## src/rtl/mod_adder_pipe.sv

```systemverilog
// Pipelined modular adder: (A + B) mod (2^WIDTH - K) on a valid/ready stream.
// Two Sklansky prefix trees run side by side: one for A+B, one for the enveloped A+B+K.
module mod_adder_pipe #(
  parameter int WIDTH     = 7,
  parameter int REG_EVERY = 1,
  parameter int TAG_W     = 4,
  parameter int K_RESET   = 20
) (
  input  logic             clk,
  input  logic             rst,
  input  logic             cfg_we,
  input  logic [WIDTH-1:0] cfg_k,
  output logic [WIDTH-1:0] k_q,
  input  logic             in_valid,
  output logic             in_ready,
  input  logic [WIDTH-1:0] in_a,
  input  logic [WIDTH-1:0] in_b,
  input  logic [TAG_W-1:0] in_tag,
  output logic             out_valid,
  input  logic             out_ready,
  output logic [WIDTH-1:0] out_sum,
  output logic             out_err,
  output logic [TAG_W-1:0] out_tag,
  output logic             busy
);

  localparam int L = (WIDTH > 1) ? $clog2(WIDTH) : 1;
  localparam logic [WIDTH-1:0] K_INIT = WIDTH'(K_RESET);

  typedef struct packed {
    logic             valid;
    logic             err;
    logic [TAG_W-1:0] tag;
    logic [WIDTH-1:0] g;
    logic [WIDTH-1:0] p;
    logic [WIDTH-1:0] h;
    logic [WIDTH-1:0] gq;
    logic [WIDTH-1:0] pq;
    logic [WIDTH-1:0] hq;
    logic             bq_top;
  } beat_t;

  logic             adv;
  logic [WIDTH-1:0] k_reg;
  logic [WIDTH-1:0] mod_m;
  logic [WIDTH-1:0] a_env;
  logic [WIDTH-1:0] b_env;
  logic [WIDTH-1:0] b_env_sh;
  beat_t            s1_next;
  beat_t            s1_q;
  beat_t            last;
  logic [L-1:0]     lvl_valid;
  logic             carry_sel;
  logic [WIDTH-1:0] sum_next;
  logic             unused_prop;

  // A single global enable: the whole pipe holds whenever the output is stalled.
  assign adv      = !out_valid || out_ready;
  assign in_ready = adv;
  assign k_q      = k_reg;
  assign mod_m    = '0 - k_reg;

  always_ff @(posedge clk or posedge rst) begin
    if (rst) begin
      k_reg <= K_INIT;
    end else if (cfg_we) begin
      k_reg <= cfg_k;
    end
  end

  // Carry-save compression of A + B + K into a' + 2*b'.
  assign a_env    = in_a ^ in_b ^ k_reg;
  assign b_env    = (in_a & in_b) | (k_reg & (in_a ^ in_b));
  assign b_env_sh = {b_env[WIDTH-2:0], 1'b0};

  always_comb begin
    s1_next        = '0;
    s1_next.valid  = in_valid;
    s1_next.err    = (in_a >= mod_m) || (in_b >= mod_m);
    s1_next.tag    = in_tag;
    s1_next.g      = in_a & in_b;
    s1_next.p      = in_a | in_b;
    s1_next.h      = in_a ^ in_b;
    s1_next.gq     = a_env & b_env_sh;
    s1_next.pq     = a_env | b_env_sh;
    s1_next.hq     = a_env ^ b_env_sh;
    s1_next.bq_top = b_env[WIDTH-1];
  end

  always_ff @(posedge clk or posedge rst) begin
    if (rst) begin
      s1_q <= '0;
    end else if (adv) begin
      s1_q <= s1_next;
    end
  end

  for (genvar l = 0; l < L; l++) begin : g_level
    localparam bit REG_HERE = (((l + 1) % REG_EVERY) == 0) || (l == L - 1);
    beat_t stage_in;
    beat_t stage_out;
    beat_t comb_out;

    if (l == 0) begin : g_first
      assign stage_in = s1_q;
    end else begin : g_next
      assign stage_in = g_level[l-1].stage_out;
    end

    // Sklansky level: bit i merges with the top bit of the block just below it.
    always_comb begin
      comb_out = stage_in;
      for (int i = 0; i < WIDTH; i++) begin
        if (((i >> l) & 1) == 1) begin
          comb_out.g[i]  = stage_in.g[i]  | (stage_in.g[((i >> l) << l) - 1]  & stage_in.p[i]);
          comb_out.p[i]  = stage_in.p[i]  &  stage_in.p[((i >> l) << l) - 1];
          comb_out.gq[i] = stage_in.gq[i] | (stage_in.gq[((i >> l) << l) - 1] & stage_in.pq[i]);
          comb_out.pq[i] = stage_in.pq[i] &  stage_in.pq[((i >> l) << l) - 1];
        end
      end
    end

    if (REG_HERE) begin : g_reg
      beat_t q;
      always_ff @(posedge clk or posedge rst) begin
        if (rst) begin
          q <= '0;
        end else if (adv) begin
          q <= comb_out;
        end
      end
      assign stage_out = q;
    end else begin : g_pass
      assign stage_out = comb_out;
    end

    assign lvl_valid[l] = stage_out.valid;
  end

  assign last = g_level[L-1].stage_out;

  // Take the A+B+K result whenever either sum overflows 2^WIDTH.
  assign carry_sel = last.g[WIDTH-1] | last.gq[WIDTH-1] | last.bq_top;
  assign sum_next  = carry_sel ? (last.hq ^ {last.gq[WIDTH-2:0], 1'b0})
                               : (last.h  ^ {last.g[WIDTH-2:0], 1'b0});
  assign unused_prop = ^{last.p, last.pq};

  always_ff @(posedge clk or posedge rst) begin
    if (rst) begin
      out_valid <= 1'b0;
      out_sum   <= '0;
      out_err   <= 1'b0;
      out_tag   <= '0;
    end else if (adv) begin
      out_valid <= last.valid;
      out_sum   <= sum_next;
      out_err   <= last.err;
      out_tag   <= last.tag;
    end
  end

  assign busy = s1_q.valid | (|lvl_valid) | out_valid;

endmodule

```

## config.mk

```make
export PLATFORM = sky130hd
export DESIGN_NAME = mod_adder_pipe
export DESIGN_NICKNAME = d
export VERILOG_FILES = /design/src/rtl/mod_adder_pipe.sv
export SDC_FILE = /design/constraint.sdc
export NUM_CORES = 1
export LEC_CHECK = 0
export CAP_MARGIN = 0
export CORE_ASPECT_RATIO = 0.7
export CORE_MARGIN = 4
export CORE_UTILIZATION = 25
export CTS_CLUSTER_SIZE = 16
export DETAILED_ROUTE_END_ITERATION = 8
export GPL_TIMING_DRIVEN = 1
export PLACE_DENSITY = 0.37
export SLEW_MARGIN = 20
export SYNTH_ARGS = -nofsm -noshare
export SYNTH_HDL_FRONTEND = slang
export SYNTH_SLANG_ARGS = --single-unit
```

## constraint.sdc

```tcl
create_clock -name clk -period 10.94 [get_ports clk]
set_clock_uncertainty 0.05 [all_clocks]
set_input_delay 2.188 -clock clk [delete_from_list [all_inputs] [get_ports clk]]
set_output_delay 2.188 -clock clk [all_outputs]
set_load 0.05 [all_outputs]
```

### Word level (Yosys, flattened, before mapping)

Cells that the tools add are included.

| operators by class | value |
|---|---|
| add/sub/neg operators | 1 |
| reduce and logical (&&, ||, !) cells | 4 |
| bitwise gates (word level) | 63 |
| muxes and demuxes | 1 |
| order comparisons | 2 |

Operators by type and width:

| cell | number |
|---|---|
| 7-bit XOR | 5 |
| 1-bit bitwise AND | 30 |
| 1-bit bitwise OR | 22 |
| 7-bit bitwise AND | 3 |
| 7-bit bitwise OR | 3 |
| 7-bit greater-or-equal comparator | 2 |
| 7-bit two-way mux | 1 |
| 1-bit by 7-bit subtractor with 7-bit output, first input constant | 1 |
| 3-bit OR reduction | 1 |
| 1-bit logical OR | 2 |
| 1-bit zero test | 1 |

| storage, ports and cells | value |
|---|---|
| word-level logic and storage cells | 114 |
| register bits | 202 |

### Depth between registers and ports, before layout

Gate-level depths: netlist of run 1.

| depth | value |
|---|---|
| depth in word-level cells | 4 |
| mapped depth | 10 |
| gate-level depth less buffers | 10 |

### Worst setup path before layout of run 1

Ideal clock, no wire load.

| timing path | value |
|---|---|
| path type | input to output |
| from | in out_ready |
| to | out in_ready |
| data arrival time | 3.371 ns |
| required time | 8.702 ns |
| slack | 5.331 ns |
| stages on the path | 5 |
| cell sequence | nor2b_1 > clkbuf_1 > inv_1 > clkbuf_1 > clkbuf_1 |

| on the way | value |
|---|---|
| cells in the longest elaborated chain, start to end | 1 |

Ends and longest elaborated chain:

| element | line | source |
|---|---|---|
| from (decl) | 20 | `input logic out_ready,` |
| 1-bit logical OR | 58 | `assign adv = !out_valid \|\| out_ready;` |
| to (decl) | 15 | `output logic in_ready,` |

No other way between the ends.

### Final worst setup path of run 1

Ends and elaborated chain as after synthesis.

==> results of run 1 <==
-- stage by stage --
step	hold slack (ps)	worst slack, ps	total power, mW	area (um^2)	std cells
6_report	413	4690	2.49	9510	1346
3_3_place_gp	400	4650	1.90	8920	1315
3_5_place_dp	405	4640	1.91	8920	1315
4_1_cts	421	4640	2.55	9510	1346
5_1_grt	439	4580	2.70	9510	1346
2_1_floorplan	383	3730	1.65	7980	879
-- registers in the layout (all words and copies together), names as in the netlist --
name	count
g_level.g_reg.q	118
g_level.stage_in	11
out_tag	4
k_q	7
out_valid	1
out_sum	7
g_level.comb_out	34
out_err	1
-- critical path, stage by stage --
cell,delay (ps)
clkdlybuf4s50_1,500
nor2b_4,100
inv_4,310
clkdlybuf4s50_1,910
-- where the power goes --
part / internal, mW / switching (mW)
registers: 0.957 / 0.175
logic: 0.262 / 0.475
clock network: 0.354 / 0.270
-- cells in the final DEF, fill, tap and decap left out, types with 2 or more instances in the layout --
master and n:
clkdlybuf4s50_1 51, nor3_1 3, maj3_1 2, clkbuf_16 17
nand2_1 439, dfrtp_1 181, clkbuf_8 3, ha_1 33
clkinv_2 4, buf_4 6, mux2_2 4, nor2_1 21
fa_1 7, xor2_1 7, clkinv_4 3, nand3_1 6
xnor2_1 9, dfstp_2 2, nor2b_1 3, o21ai_0 32
inv_1 29, a21oi_1 42, bufinv_16 2
-- final timing paths --
path / start / end / slack, ps
min in group asynchronous: rst / out_sum[2] / 2300
max in group asynchronous: rst / k_q[1] / 7190
setup / recovery: out_ready / in_ready / 4690
hold reg to reg: g_level[2].g_reg.q[2] / g_level[2].g_reg.q[2] / 410
hold / removal: g_level[2].g_reg.q[2] / g_level[2].g_reg.q[2] / 410
setup reg to reg: k_q[0] / g_level[0].comb_out[47] / 8280
-- final cells by class --
cell class	instances	area (um^2)
inverter	31	126
clock buffer	20	467
tap	420	526
timing repair buffer	57	556
clock inverter	11	123
multi-input combinational	624	3130
sequential	183	4580
fill	3364	21800
-- cell families after synthesis --
logic type | share of synthesized area [%]
AOI/OAI and AO/OA | 5.05
xor gates and xnor gates | 2.92
adders and majority gates | 7.18
buffers and inverters | 3.39
DFF | 57.4
muxes | 0.690
and+or+nand+nor | 23.3
-- per-layer routing --
metal / wire length [um] / global-route usage (%)
met1: 10700 / 17.9
met2: 6590 / 13.0
met3: 611 / 2.83
met4: 174 / 3.10
met5: 0 / 0
==> run_results.csv, run 1 <==
group,metric,value,unit
outcome,status,"finished clean",
placed_design,dp_hpwl,11600,um
yosys,avgSynthCellArea,9.07,um^2
clocking,clk_latency,430,ps
route,wl,18100,um
final_layout,final_core_util,30.4,%
setup_path,cp-end-kind,"output pin",
floorplan,floorplan.initialDensity,25.5,%
yosys,synth_area_leader_cell,"dfrtp_1",
pwr,vdd_drop_max,0.0000925,V
timing,slew_violations,0,
route,drt_iter0_drc,303,
clocking,clk_pin_slew_worst_paths,60,ps
final_layout,syn_to_final_growth,19.2,%
setup_path,setup.worst_path.start_class,"primary input",
setup_path,path_class,"in -> out",
yosys,yosys.area.top_type_share,56.8,%
clocking,cts_buffers,17,
global_route,grt_first_pass_wirelength,29700,um
flow_run,maxCapViolCount,0,
global_route,grt_usage,10.8,%
clocking,cts_tree,"done",
clocking,cts_resized,0,
timing,setup_viol,0,
pwr,pwr_density_cell,262,nW/um^2
clocking,clockRootBuffer,"clkbuf_16",
yosys,synth_edf_count,0,
route,drt-pass1-iter-count,4,
floorplan,design.core.area,31300,um^2
yosys,syn_inst,879,
yosys,synth_ff_type,"dfrtp_1",
route,drc,0,
final_layout,fin_nets,984,
yosys,ys_top_cells_by_count,"nand2_1, dfrtp_1, a21oi_1, clkbuf_1, ha_1",
yosys,ys_seq_area_share,57.4,%
timing,slew_headroom,36.8,%
worst_hold_path,worstHoldPathCells,2,
yosys,synth_fp_nets,949,
worst_hold_path,hold_path_class,"reg -> reg",
timing,period_needed,6250,ps
yosys,synth.area.top_cells,"dfrtp_1, nand2_1, ha_1",
placed_design,io_buffer_count,51,
global_route,grt_max_degree,128,
clocking,cts_max_path_buffers,2,
setup_path,r2r_cells,10,
global_route,antenna_found_initial,0,
route,via_per_inst,3.95,
timing,rsz0062_at_grt,"no",
timing,worst_pin_slew,948,ps
timing,post-route-period-util,57.2,%
clocking,cts_post_setup_buffers_inserted,0,
yosys,synth_area,7980,um^2
yosys,synth_most_common_cell,"nand2_1",
clocking,ctsHoldBuffers,0,
floorplan,ios,52,
route,ant_nets,0,
timing,finalSetupTns,0,ps
setup_path,worstPathRequired,8700,ps
route,wl_per_cell,13.4,um
clocking,clock_sinks,183,
pwr,power.leakage,4.73,nW
floorplan,die_width,221,um
clocking,cts_max_level,4,
yosys,ys_async_sr_fraction,100,%
global_route,grt_pass1_vias,5218,
floorplan,num_rows,54,
floorplan,die_area,34900,um^2
placed_design,gp_congestion,0.687,
final_layout,drive_above_1_share,5.72,%
final_layout,n_antenna_cell,0,
timing,hold_violations,0,
yosys,synth-seq-cells,183,
timing,fmax,160,MHz
yosys,yosysWarnings,0,
global_route,overflow,0,
setup_path,cp.arrival,4020,ps
route,vias,5317,
floorplan,chipHeight,157,um
yosys,yosys.cell_types.count,33,
setup_path,cp_max_fo,32,
Power figures use the tool's default switching activity.
==> inputs of run 2 (changes only) <==
--- a/config.mk
+++ b/config.mk
@@ -12,7 +12,7 @@
 export CTS_CLUSTER_SIZE = 16
 export DETAILED_ROUTE_END_ITERATION = 8
 export GPL_TIMING_DRIVEN = 1
-export PLACE_DENSITY = 0.37
+export PLACE_DENSITY = 0.39
 export SLEW_MARGIN = 20
 export SYNTH_ARGS = -nofsm -noshare
 export SYNTH_HDL_FRONTEND = slang
==> constraint.sdc (replaced) <==
create_clock -name clk -period 5.4 [get_ports clk]
set_clock_uncertainty 0.05 [all_clocks]
set_input_delay 1.08 -clock clk [delete_from_list [all_inputs] [get_ports clk]]
set_output_delay 1.08 -clock clk [all_outputs]
set_load 0.05 [all_outputs]
==> run 2 against run 1 <==
  * Clock power increased by 100%
  * Sequential power grew 100%
  * Sequential share of layout area is 0.089 points lower
  * Count of clock-buffer cells in the layout decreased by 1
  * Total power is 100% higher
  * Non-clock buffer count decreased by 1
  * Flip-flop and latch count stayed put
  * Worst hold slack better by 0.70 ps
  * Worst setup slack worse by 2400 ps
  * Via count increased by 1.7%
  * Critical endpoint unchanged
  * Largest cell class unchanged
  * Highest routed layer unchanged
==> run_results.csv, run 2 (synthesized netlist as in run 1, its figures left out) <==
group,metric,value,unit
outcome,status,"finished clean",
global_route,grt_pass1_vias,5286,
flow_run,maxCapViolCount,0,
route,drt-pass1-iter-count,4,
timing,hold_violations,0,
route,drc,0,
clocking,clock_sinks,183,
clocking,cts_post_setup_buffers_inserted,0,
setup_path,critPathSlowestCell,"clkdlybuf4s50_1",
timing,worst_pin_slew,875,ps
final_layout,final_core_util,30.5,%
setup_path,critPathMaxStageDelay,440,ps
worst_hold_path,worstHoldPathCells,2,
clocking,clockRootBuffer,"clkbuf_16",
timing,slew_headroom,41.7,%
final_layout,top_register,"g_level.g_reg.q",
final_layout,final_common_cell,"nand2_1",
setup_path,worstPathRequired,4270,ps
global_route,grt_first_pass_wirelength,29900,um
setup_path,path_class,"in -> out",
placed_design,dp_cells,1314,
floorplan,num_rows,54,
final_layout,largest_reg_flops,118,
timing,rsz0062_at_grt,"no",
route,drt_iter0_drc,427,
clocking,cts_max_path_buffers,2,
floorplan,die_area,34900,um^2
timing,slew_violations,0,
placed_design,io_buffer_count,51,
placed_design,dp_hpwl,11200,um
clocking,cts_max_level,4,
clocking,clk_pin_slew_worst_paths,80,ps
route,wl_per_cell,13.3,um
setup_path,cp_max_fo,2,
clocking,clk_latency,430,ps
global_route,antenna_found_initial,0,
pwr,pwr_density_cell,529,nW/um^2
route,ant_nets,0,
global_route,grt_max_degree,187,
final_layout,fin_nets,983,
timing,fmax,319,MHz
final_layout,final_cell_mix,"nand2_1, dfrtp_1, clkdlybuf4s50_1",
final_layout,drive_above_1_share,5.72,%
floorplan,die_width,221,um
setup_path,crit_path_cell_trace,"clkdlybuf4s50_1 -> nor2b_4 -> inv_4 -> buf_4",
timing,setup_slack,2270,ps
clocking,cts_tree,"done",
clocking,cts_buffers,17,
clocking,ctsHoldBuffers,0,
final_layout,stdcell_count,1346,
timing,setup_viol,0,
placed_design,dp_slack,2210,ps
clocking,cts_resized,0,
route,wl,18000,um
pwr,power.leakage,4.72,nW
final_layout,n_antenna_cell,0,
timing,post-route-period-util,58.0,%
route,via_per_inst,4.02,
setup_path,cp.arrival,2000,ps
final_layout,syn_to_final_growth,19.5,%
floorplan,chipHeight,157,um
global_route,grt_usage,10.6,%
worst_hold_path,hold_path_class,"reg -> reg",
pwr,vdd_drop_max,0.000216,V
setup_path,setup.worst_path.start_class,"primary input",
floorplan,floorplan.initialDensity,25.5,%
global_route,overflow,0,
timing,period_needed,3130,ps
setup_path,r2r_cells,10,
floorplan,ios,52,
setup_path,cp-end-kind,"output pin",
floorplan,design.core.area,31300,um^2
placed_design,gp_congestion,0.703,
route,vias,5407,
timing,finalSetupTns,0,ps
run 2: final timing paths:
path / from / endpoint / slack, ps
worst max-delay path: out_ready / in_ready / 2270
worst min-delay path: g_level[1].g_reg.q[45] / g_level[2].g_reg.q[45] / 410
worst max register to register: k_q[0] / g_level[0].comb_out[47] / 2730
worst min register to register: g_level[1].g_reg.q[45] / g_level[2].g_reg.q[45] / 410
max in group asynchronous: rst / g_level[0].stage_in[37] / 3450
min in group asynchronous: rst / out_sum[0] / 1110
run 2: cell type report:
class                      count  area [um^2]
clock buffer                  19          443
clock inverter                13          140
fill                        3332        21800
inverter                      31          123
multi-input combinational    624         3130
sequential                   183         4580
tap                          420          526
timing repair buffer          56          583
run 2: layer usage:
metal,up-vias,wire length [um],global-route usage [%]
li1,2806,-,-
met1,2531,10600,17.3
met5,-,0,0
met2,56,6650,13.3
met4,0,183,2.92
met3,14,554,2.93
run 2: power by group:
part / switching [mW] / total, mW / internal [mW]
Combinational: 0.951 / 1.49 / 0.538
Sequential: 0.361 / 2.30 / 1.94
Clock: 0.589 / 1.25 / 0.664
Total: 1.90 / 5.04 / 3.14
run 2: metrics by stage:
step	hold slack, ps	instance area, um^2	total power, mW
2_1_floorplan	383	7980	3.33
5_1_grt	429	9530	5.45
3_5_place_dp	405	8940	3.87
6_report	414	9530	5.04
3_3_place_gp	400	8940	3.85
4_1_cts	418	9530	5.15
run 2: worst max-delay path, delay by kind of cell:
family / cells / cell delay [ps]
AND/OR/NAND/NOR: 1 / 200
buffers and inverters: 3 / 720
